`src/rtl/probe_tap_serializer.sv`:
```
// Probe read-out: snapshots NUM_TAPS probe words and streams them LSB-first over a 1-bit valid/ready link.
// Latency: first bit is valid the cycle after an accepted capture; back-to-back frames have no gap.
// Backpressure: O, O_last and bit position hold while O_ready is low; O_valid is never withdrawn mid-frame.
module probe_tap_serializer #(
   parameter int NUM_TAPS  = 4,
   parameter int TAP_WIDTH = 8
) (
   input  logic                          CLK,
   input  logic                          RESET,
   input  logic [NUM_TAPS*TAP_WIDTH-1:0] taps,
   input  logic                          capture_req,
   output logic                          busy,
   output logic                          O,
   output logic                          O_valid,
   input  logic                          O_ready,
   output logic                          O_last,
   output logic                          overrun,
   output logic [7:0]                    frame_count
);

   localparam int TOTAL = NUM_TAPS * TAP_WIDTH;
   localparam int CW    = (TOTAL > 1) ? $clog2(TOTAL) : 1;
   localparam logic [CW-1:0] LAST_IDX = CW'(TOTAL - 1);

   typedef enum logic {
      IDLE  = 1'b0,
      SHIFT = 1'b1
   } state_t;

   state_t            state_q;
   logic [TOTAL-1:0]  shadow_q;
   logic [CW-1:0]     bit_cnt_q;
   logic              overrun_q;
   logic [7:0]        frame_count_q;

   logic              in_shift;
   logic              on_last;

   assign in_shift = (state_q == SHIFT);
   assign on_last  = (bit_cnt_q == LAST_IDX);

   // Frame sequencing: capture, per-bit advance on handshake, back-to-back reload, overrun tracking.
   always_ff @(posedge CLK) begin
      if (RESET) begin
         state_q       <= IDLE;
         shadow_q      <= '0;
         bit_cnt_q     <= '0;
         overrun_q     <= 1'b0;
         frame_count_q <= 8'd0;
      end else begin
         case (state_q)
            IDLE: begin
               if (capture_req) begin
                  shadow_q  <= taps;
                  bit_cnt_q <= '0;
                  overrun_q <= 1'b0;
                  state_q   <= SHIFT;
               end
            end
            SHIFT: begin
               if (O_ready && on_last) begin
                  frame_count_q <= frame_count_q + 8'd1;
                  if (capture_req) begin
                     // Reload in the same edge so the next frame starts without an idle cycle.
                     shadow_q  <= taps;
                     bit_cnt_q <= '0;
                     overrun_q <= 1'b0;
                  end else begin
                     state_q <= IDLE;
                  end
               end else begin
                  if (O_ready) begin
                     bit_cnt_q <= bit_cnt_q + CW'(1);
                  end
                  // A request that cannot be honoured is dropped; the shadow stays intact.
                  if (capture_req) begin
                     overrun_q <= 1'b1;
                  end
               end
            end
            default: state_q <= IDLE;
         endcase
      end
   end

   // Link outputs are pure functions of the registered state, independent of O_ready.
   always_comb begin
      busy        = in_shift;
      O_valid     = in_shift;
      O           = in_shift ? shadow_q[bit_cnt_q] : 1'b0;
      O_last      = in_shift && on_last;
      overrun     = overrun_q;
      frame_count = frame_count_q;
   end

endmodule

```
`config.mk`:
```
export PLATFORM = sky130hd
export DESIGN_NAME = probe_tap_serializer
export DESIGN_NICKNAME = d
export VERILOG_FILES = /design/src/rtl/probe_tap_serializer.sv
export SDC_FILE = /design/constraint.sdc
export NUM_CORES = 1
export LEC_CHECK = 0
export BUFFER_PORTS_ARGS = -buffer_cell sky130_fd_sc_hd__clkbuf_2
export CELL_PAD_IN_SITES_DETAIL_PLACEMENT = 1
export CELL_PAD_IN_SITES_GLOBAL_PLACEMENT = 1
export CORE_MARGIN = 1
export CORE_UTILIZATION = 42
export DETAILED_ROUTE_END_ITERATION = 12
export PLACE_DENSITY = 0.86
export SKIP_LAST_GASP = 1
export SYNTH_ARGS = -nofsm -noshare
export SYNTH_HDL_FRONTEND = slang
export SYNTH_SLANG_ARGS = --single-unit
```
`constraint.sdc`:
```
create_clock -name CLK -period 4.7 [get_ports CLK]
set_input_delay 0.94 -clock CLK [delete_from_list [all_inputs] [get_ports CLK]]
set_output_delay 0.94 -clock CLK [all_outputs]
set_load 0.02 [all_outputs]
```
### After elaboration in Yosys (flattened, before gate mapping)

Index checks and enable logic that the tools add are counted.

| storage, ports and cells | value |
|---|---|
| register bits | 47 |
| word-level logic and storage cells | 33 |

| cells by class | value |
|---|---|
| order comparisons | 1 |
| reductions and logical operators | 3 |
| equal/unequal tests | 4 |
| add/sub/neg operators | 2 |
| bitwise logic cells | 1 |
| mux-type cells | 17 |

Operators by type and width:

| cell | count |
|---|---|
| $mux 32 | 2 |
| $pmux 32 s2 | 1 |
| $mux 5 | 3 |
| $pmux 5 s2 | 1 |
| $add 8x1->8 const B | 1 |
| $mux 1 | 7 |
| $lt 5x6->1 const B | 1 |
| $ne 3x2->1 const B | 2 |
| $add 5x1->5 const B | 1 |
| $bmux 1 s5 | 1 |
| $eq 5x5->1 const B | 1 |
| $pmux 1 s2 | 2 |
| $logic_and 1x1->1 | 2 |
| $ne 2x1->1 const B | 1 |
| $reduce_and 2->1 | 1 |
| $not 1->1 | 1 |

### Logic depth before layout (Yosys ltp)

Gate-level depths: netlist of run 1.

| logic depth | value |
|---|---|
| word-level depth | 4 |
| gate-level depth with buffers | 9 |

### Least setup slack after synthesis of run 1

No wires, ideal clock.

| timing path | value |
|---|---|
| kind | flip-flop to output port |
| from | reg bit_cnt_q[1] |
| to | out O |
| required time | 3.760 ns |
| stages on the path, launching flop included | 6 |
| buffers on the path | 1 |
| slack | 2.087 ns |
| arrival | 1.673 ns |
| path through | dfxtp_1 buf_6 mux4_1 mux4_2 nor2_1 nor3_1 |

| on the way | value |
|---|---|
| word-level cells in the longest chain between the ends | 3 |

RTL lines:

| what | line | RTL |
|---|---|---|
| start, declared | 32 | `logic [CW-1:0] bit_cnt_q;` |
| start signal, assigned | 73 | `bit_cnt_q <= bit_cnt_q + CW'(1);` |
| $bmux 1 s5 | 90 | `O = in_shift ? shadow_q[bit_cnt_q] : 1'b0;` |
| $mux 1 (implied by the code) | 90 |  |
| $mux 1 | 90 |  |
| end, declared | 13 | `output logic O,` |

Every way passes these cells. The select of a mux whose other input is x is not followed.

### Final worst setup path of run 1

Same ends and word-level chain as after synthesis.

==> results.yml, run 1 <==
logic_synthesis:
  yosysUniqueCellTypes: 35
  avgSynthCellArea_um2: 8.74
  syn-cell-area_mm2: 0.00211
  synthCells: 241
  ys_async_sr_fraction_pct: 0
  synth_seq_cells: 47
  synth_edf_count: 0
  ys_seq_area_share_pct: 44.7
  yosys_most_used_dff: "dfxtp_1"
  synth_warnings: 0
  syn_nets: 280
critical_path:
  cp.arrival_ns: 2.35
  crit_fanout: 12
  startpoint_type: "flip-flop"
  crit_required_ns: 3.76
  ff2ff_setup_slack_ns: 1.65
  criticalPathCategory: "flip-flop to output pin"
  worstSetupEndpointType: "output pin"
timing:
  rsz0062_at_grt: "false"
  finClkSkew_ns: 0.00607
  period_share_pct: 69.9
  setup_viol: 0
  worst_pin_slew_ns: 1.26
  fin_worst_hold_slack_ns: 0.459
  slew_viol_final: 0
  worst_slew_margin_rel_pct: 15.6
  fin_setup_tns_ns: 0
  period_minus_slack_ns: 3.29
  hold_viol: 0
  fmax_mhz: 304
job:
  max_cap_violations: 0
cells_and_area:
  num_antenna_cells: 0
  layout-drive-gt1-share_pct: 22.4
  most-common-layout-cells: "nand2_1, clkbuf_2, dfxtp_1"
  final_util_pct: 50.7
  fin_nets: 316
  layout-area-overhead-vs-synth_pct: 15.2
  final_common_cell: "nand2_1"
clocking:
  cts_buffers: 5
  cts_tree: "done"
  cts_resized: 0
  clock_tree.buffer_depth: 2
  clk_latency_ns: 0.30
  clk_pin_slew_ns: 0.08
  hold_buffers: 0
  numClockSinks: 47
  htreeDepth: 2
  clockRootBuffer: "clkbuf_8"
  cts_setup_buffers: 0
power_and_ir_drop:
  p_per_area_mw_per_mm2: 309
  vdd_drop_max_mv: 0.180
  power_mw: 0.748
  p_leak_nw: 1.01
routing:
  wl_per_cell_um: 14.1
  viasPerCell: 5.21
  vias: 1793
  ant_nets: 0
  drc: 0
  drtIter0Drc: 107
  dr.pass1.iters: 4
  routed_wl_um: 4860
grt:
  grt_max_degree: 48
  grt_pass1_vias: 1802
  grt_pass1_wl_um: 8390
  grt_overflow: 0
  antenna_found_initial: 0
  grt_usage_pct: 20.7
floorplan:
  rows: 25
  core_mm2: 0.00479
  start_util_pct: 44.0
  die_x_um: 72.8
  die-area_mm2: 0.00530
  die_h_um: 72.8
  io_pins: 49
worst_hold_path:
  hp-class: "flip-flop to flip-flop"
status:
  status: "finished clean"
place:
  place_congestion: 0.802
  io_buffers: 48
  hpwl_um: 3360
[synth_stat cells, drive strengths merged (2+ instances only)]
master  instances  area share, %
mux4            9             11
dfxtp          47             45
nor2           16            2.9
nor2b           5            1.5
nand4           4            1.2
a21oi          34            8.1
nand2          68             12
clkbuf         15            3.1
inv             2           0.36
mux2i           2           0.95
xnor2           3            1.2
o21ai           3           0.71
ha              3            1.8
and3            4            1.2
buf             4            1.4
a32oi           2           0.83
xor2            3            1.2
a22oi           2           0.71
nor3            3           0.71
mux2            2            1.1
[kinds of logic (layout without fill, tap and decap cells)]
| group | Yosys count | count (layout) | synth area share, % |
|---|---|---|---|
| muxes | 13 | 13 | 12.7 |
| buffers and inverters | 21 | 57 | 4.87 |
| DFF | 47 | 47 | 44.7 |
| AOI/OAI and AO/OA | 47 | 47 | 12.7 |
| adders and majority gates | 3 | 3 | 1.78 |
| and+or+nand+nor | 104 | 104 | 20.7 |
| xor gates and xnor gates | 6 | 6 | 2.50 |
[critical path, cell delays in order (launching register included)]
cell and delay [ns]:
dfxtp_1 0.63, mux4_1 0.62, mux4_2 0.46, nor2_1 0.10, nor3_1 0.07, clkbuf_2 0.18
[worst paths after layout]
path                 from           end  cells after the start
max reg2reg  bit_cnt_q[1]  bit_cnt_q[3]                      7
min          shadow_q[20]  shadow_q[20]                      2
min reg2reg  shadow_q[20]  shadow_q[20]                      2
max          bit_cnt_q[1]             O                      5
[routing by layer]
layer | GRT usage (%) | up-vias | routed length [um]
met1 | 26.3 | 860 | 2270
met4 | 5.88 | 0 | 53
met5 | 0 | - | 0
met2 | 34.9 | 29 | 2360
li1 | - | 896 | -
met3 | 5.39 | 8 | 173
[final cells by class]
| cell class | count | area [um^2] |
|---|---|---|
| fill | 592 | 2360 |
| multi-input combinational | 173 | 1060 |
| sequential | 47 | 941 |
| timing repair buffer | 48 | 240 |
| tap | 67 | 83.8 |
| clock buffer | 6 | 82.6 |
| inverter | 2 | 7.51 |
| clock inverter | 1 | 5.00 |
[sequential cells by signal, indices dropped and copies added (netlist names)]
| name | flops |
|---|---|
| shadow_q | 32 |
| frame_count | 8 |
| bit_cnt_q | 5 |
| O_valid | 1 |
| overrun | 1 |
[metrics by stage]
step           area (um^2)  std cells  setup WS [ns]
6_report              2420        344           1.41
3_5_place_dp          2340        337           1.66
5_1_grt               2420        344           1.28
3_3_place_gp          2340        337           1.78
4_1_cts               2420        344           1.39
2_1_floorplan         2110        241           2.09
[power breakdown]
part           internal (mW)  switching (mW)  leakage (nW)
combinational         0.0332          0.0420         0.576
clock                  0.116           0.130        0.0470
sequential             0.415          0.0128         0.384
Note: power is estimated with default switching activity, not from simulation.
==> inputs of run 2 (changes only) <==
CORE_UTILIZATION = 39   (was 42)
PLACE_DENSITY = 0.81   (was 0.86)
clock period = 3.19 ns   (was 4.7 ns; I/O delays follow)
==> results.yml, run 2 (synthesized netlist as in run 1, its figures left out) <==
timing:
  period_minus_slack_ns: 2.97
  fin_worst_hold_slack_ns: 0.465
  fin_ws_ns: 0.215
  setup_viol: 0
  worst_pin_slew_ns: 0.974
  fin_setup_tns_ns: 0
  hold_viol: 0
  worst_slew_margin_rel_pct: 35.0
  fmax_mhz: 336
  slew_viol_final: 0
  period_share_pct: 93.3
  rsz0062_at_grt: "false"
  finClkSkew_ns: 0.00917
floorplan:
  start_util_pct: 41.0
  rows: 26
  core_mm2: 0.00514
  io_pins: 49
  die_x_um: 75.5
  die-area_mm2: 0.00570
  die_h_um: 75.5
clocking:
  clockRootBuffer: "clkbuf_8"
  clock_tree.buffer_depth: 2
  clk_pin_slew_ns: 0.10
  htreeDepth: 2
  cts_buffers: 5
  cts_tree: "done"
  clk_latency_ns: 0.31
  hold_buffers: 0
  cts_setup_buffers: 0
  cts_resized: 0
  numClockSinks: 47
critical_path:
  crit_required_ns: 2.55
  cp.buffers_inverters: 1
  crit_fanout: 12
  cp.arrival_ns: 2.34
  worstSetupEndpointType: "output pin"
  criticalPathCategory: "flip-flop to output pin"
  startpoint_type: "flip-flop"
  slowest_stage: "dfxtp_1"
  path_delay_family: "multiplexers"
  cpPeakStageDelay_ns: 0.61
  crit_chain: "mux4_1 -> mux4_2 -> nor2_1 -> nor3_1 -> clkbuf_2"
power_and_ir_drop:
  p_leak_nw: 1.03
  p_per_area_mw_per_mm2: 462
  vdd_drop_max_mv: 0.208
  power_mw: 1.14
routing:
  drc: 0
  routed_wl_um: 4960
  ant_nets: 0
  dr.pass1.iters: 4
  vias: 1796
  drtIter0Drc: 111
  viasPerCell: 5.10
  wl_per_cell_um: 14.1
cells_and_area:
  layout-drive-gt1-share_pct: 23.8
  final_common_cell: "nand2_1"
  most-common-layout-cells: "nand2_1, clkbuf_2, dfxtp_1"
  layout-area-overhead-vs-synth_pct: 17.1
  largest_reg_flops: 32
  largest_register: "shadow_q"
  fillCellCount: 649
  layout.cells.non_filler: 352
  num_antenna_cells: 0
  fin_nets: 320
job:
  max_cap_violations: 0
grt:
  grt_pass1_vias: 1720
  grt_max_degree: 48
  grt_usage_pct: 19.2
  grt_pass1_wl_um: 8140
  antenna_found_initial: 0
  grt_overflow: 0
place:
  dp_cells: 344
  preCtsSetupSlack_ns: 0.525
  hpwl_um: 3480
  place_congestion: 0.747
  io_buffers: 48
status:
  status: "finished clean"
worst_hold_path:
  hp-class: "flip-flop to flip-flop"
## run 2: worst register-to-register path, stage by stage (launching register included)
cell,delay (ns)
dfxtp_1,0.46
ha_1,0.27
and3_1,0.19
ha_1,0.25
a21boi_0,0.43
nand2b_1,0.17
buf_4,0.32
o211ai_1,0.15
a21oi_1,0.17
## run 2: path summary, 6_finish.rpt
| path | start | to | slack [ns] | depth (start not counted) |
|---|---|---|---|---|
| max reg2reg | bit_cnt_q[1] | bit_cnt_q[3] | 0.69 | 8 |
| min reg2reg | shadow_q[21] | shadow_q[21] | 0.46 | 2 |
| max | bit_cnt_q[1] | O | 0.22 | 5 |
| min | shadow_q[21] | shadow_q[21] | 0.46 | 2 |
## run 2: through the flow
| stage | area, um^2 | util, % |
|---|---|---|
| after floorplan | 2110 | - |
| after global placement | 2370 | 46.1 |
| after detailed placement | 2370 | 46.1 |
| after CTS | 2470 | 48.0 |
| after global routing | 2470 | 48.0 |
| final | 2470 | 48.0 |
## run 2: layout make-up
| class | instances | area, um^2 | area share [%] |
|---|---|---|---|
| clock buffers | 5 | 68.8 | 2.79 |
| clock inverters | 3 | 26.3 | 1.07 |
| flip-flops and latches | 47 | 941 | 38.2 |
| multi-input cells | 173 | 1060 | 43.2 |
| repair buffers | 52 | 270 | 11.0 |
| well taps | 70 | 87.6 | 3.55 |
| inverters | 2 | 7.51 | 0.304 |
## run 2: power breakdown
group          switching [mW]  internal (mW)
Combinational          0.0661         0.0530
Sequential             0.0162          0.612
Clock                   0.230          0.163
Total                   0.312          0.828
## run 2: routing by layer
metal  up-vias  GRT usage [%]  wire (um)
met4         0           4.94         61
met5         -              0          0
li1        907              -          -
met1       845           25.3       2390
met3         6           5.03        208
met2        38           31.3       2310
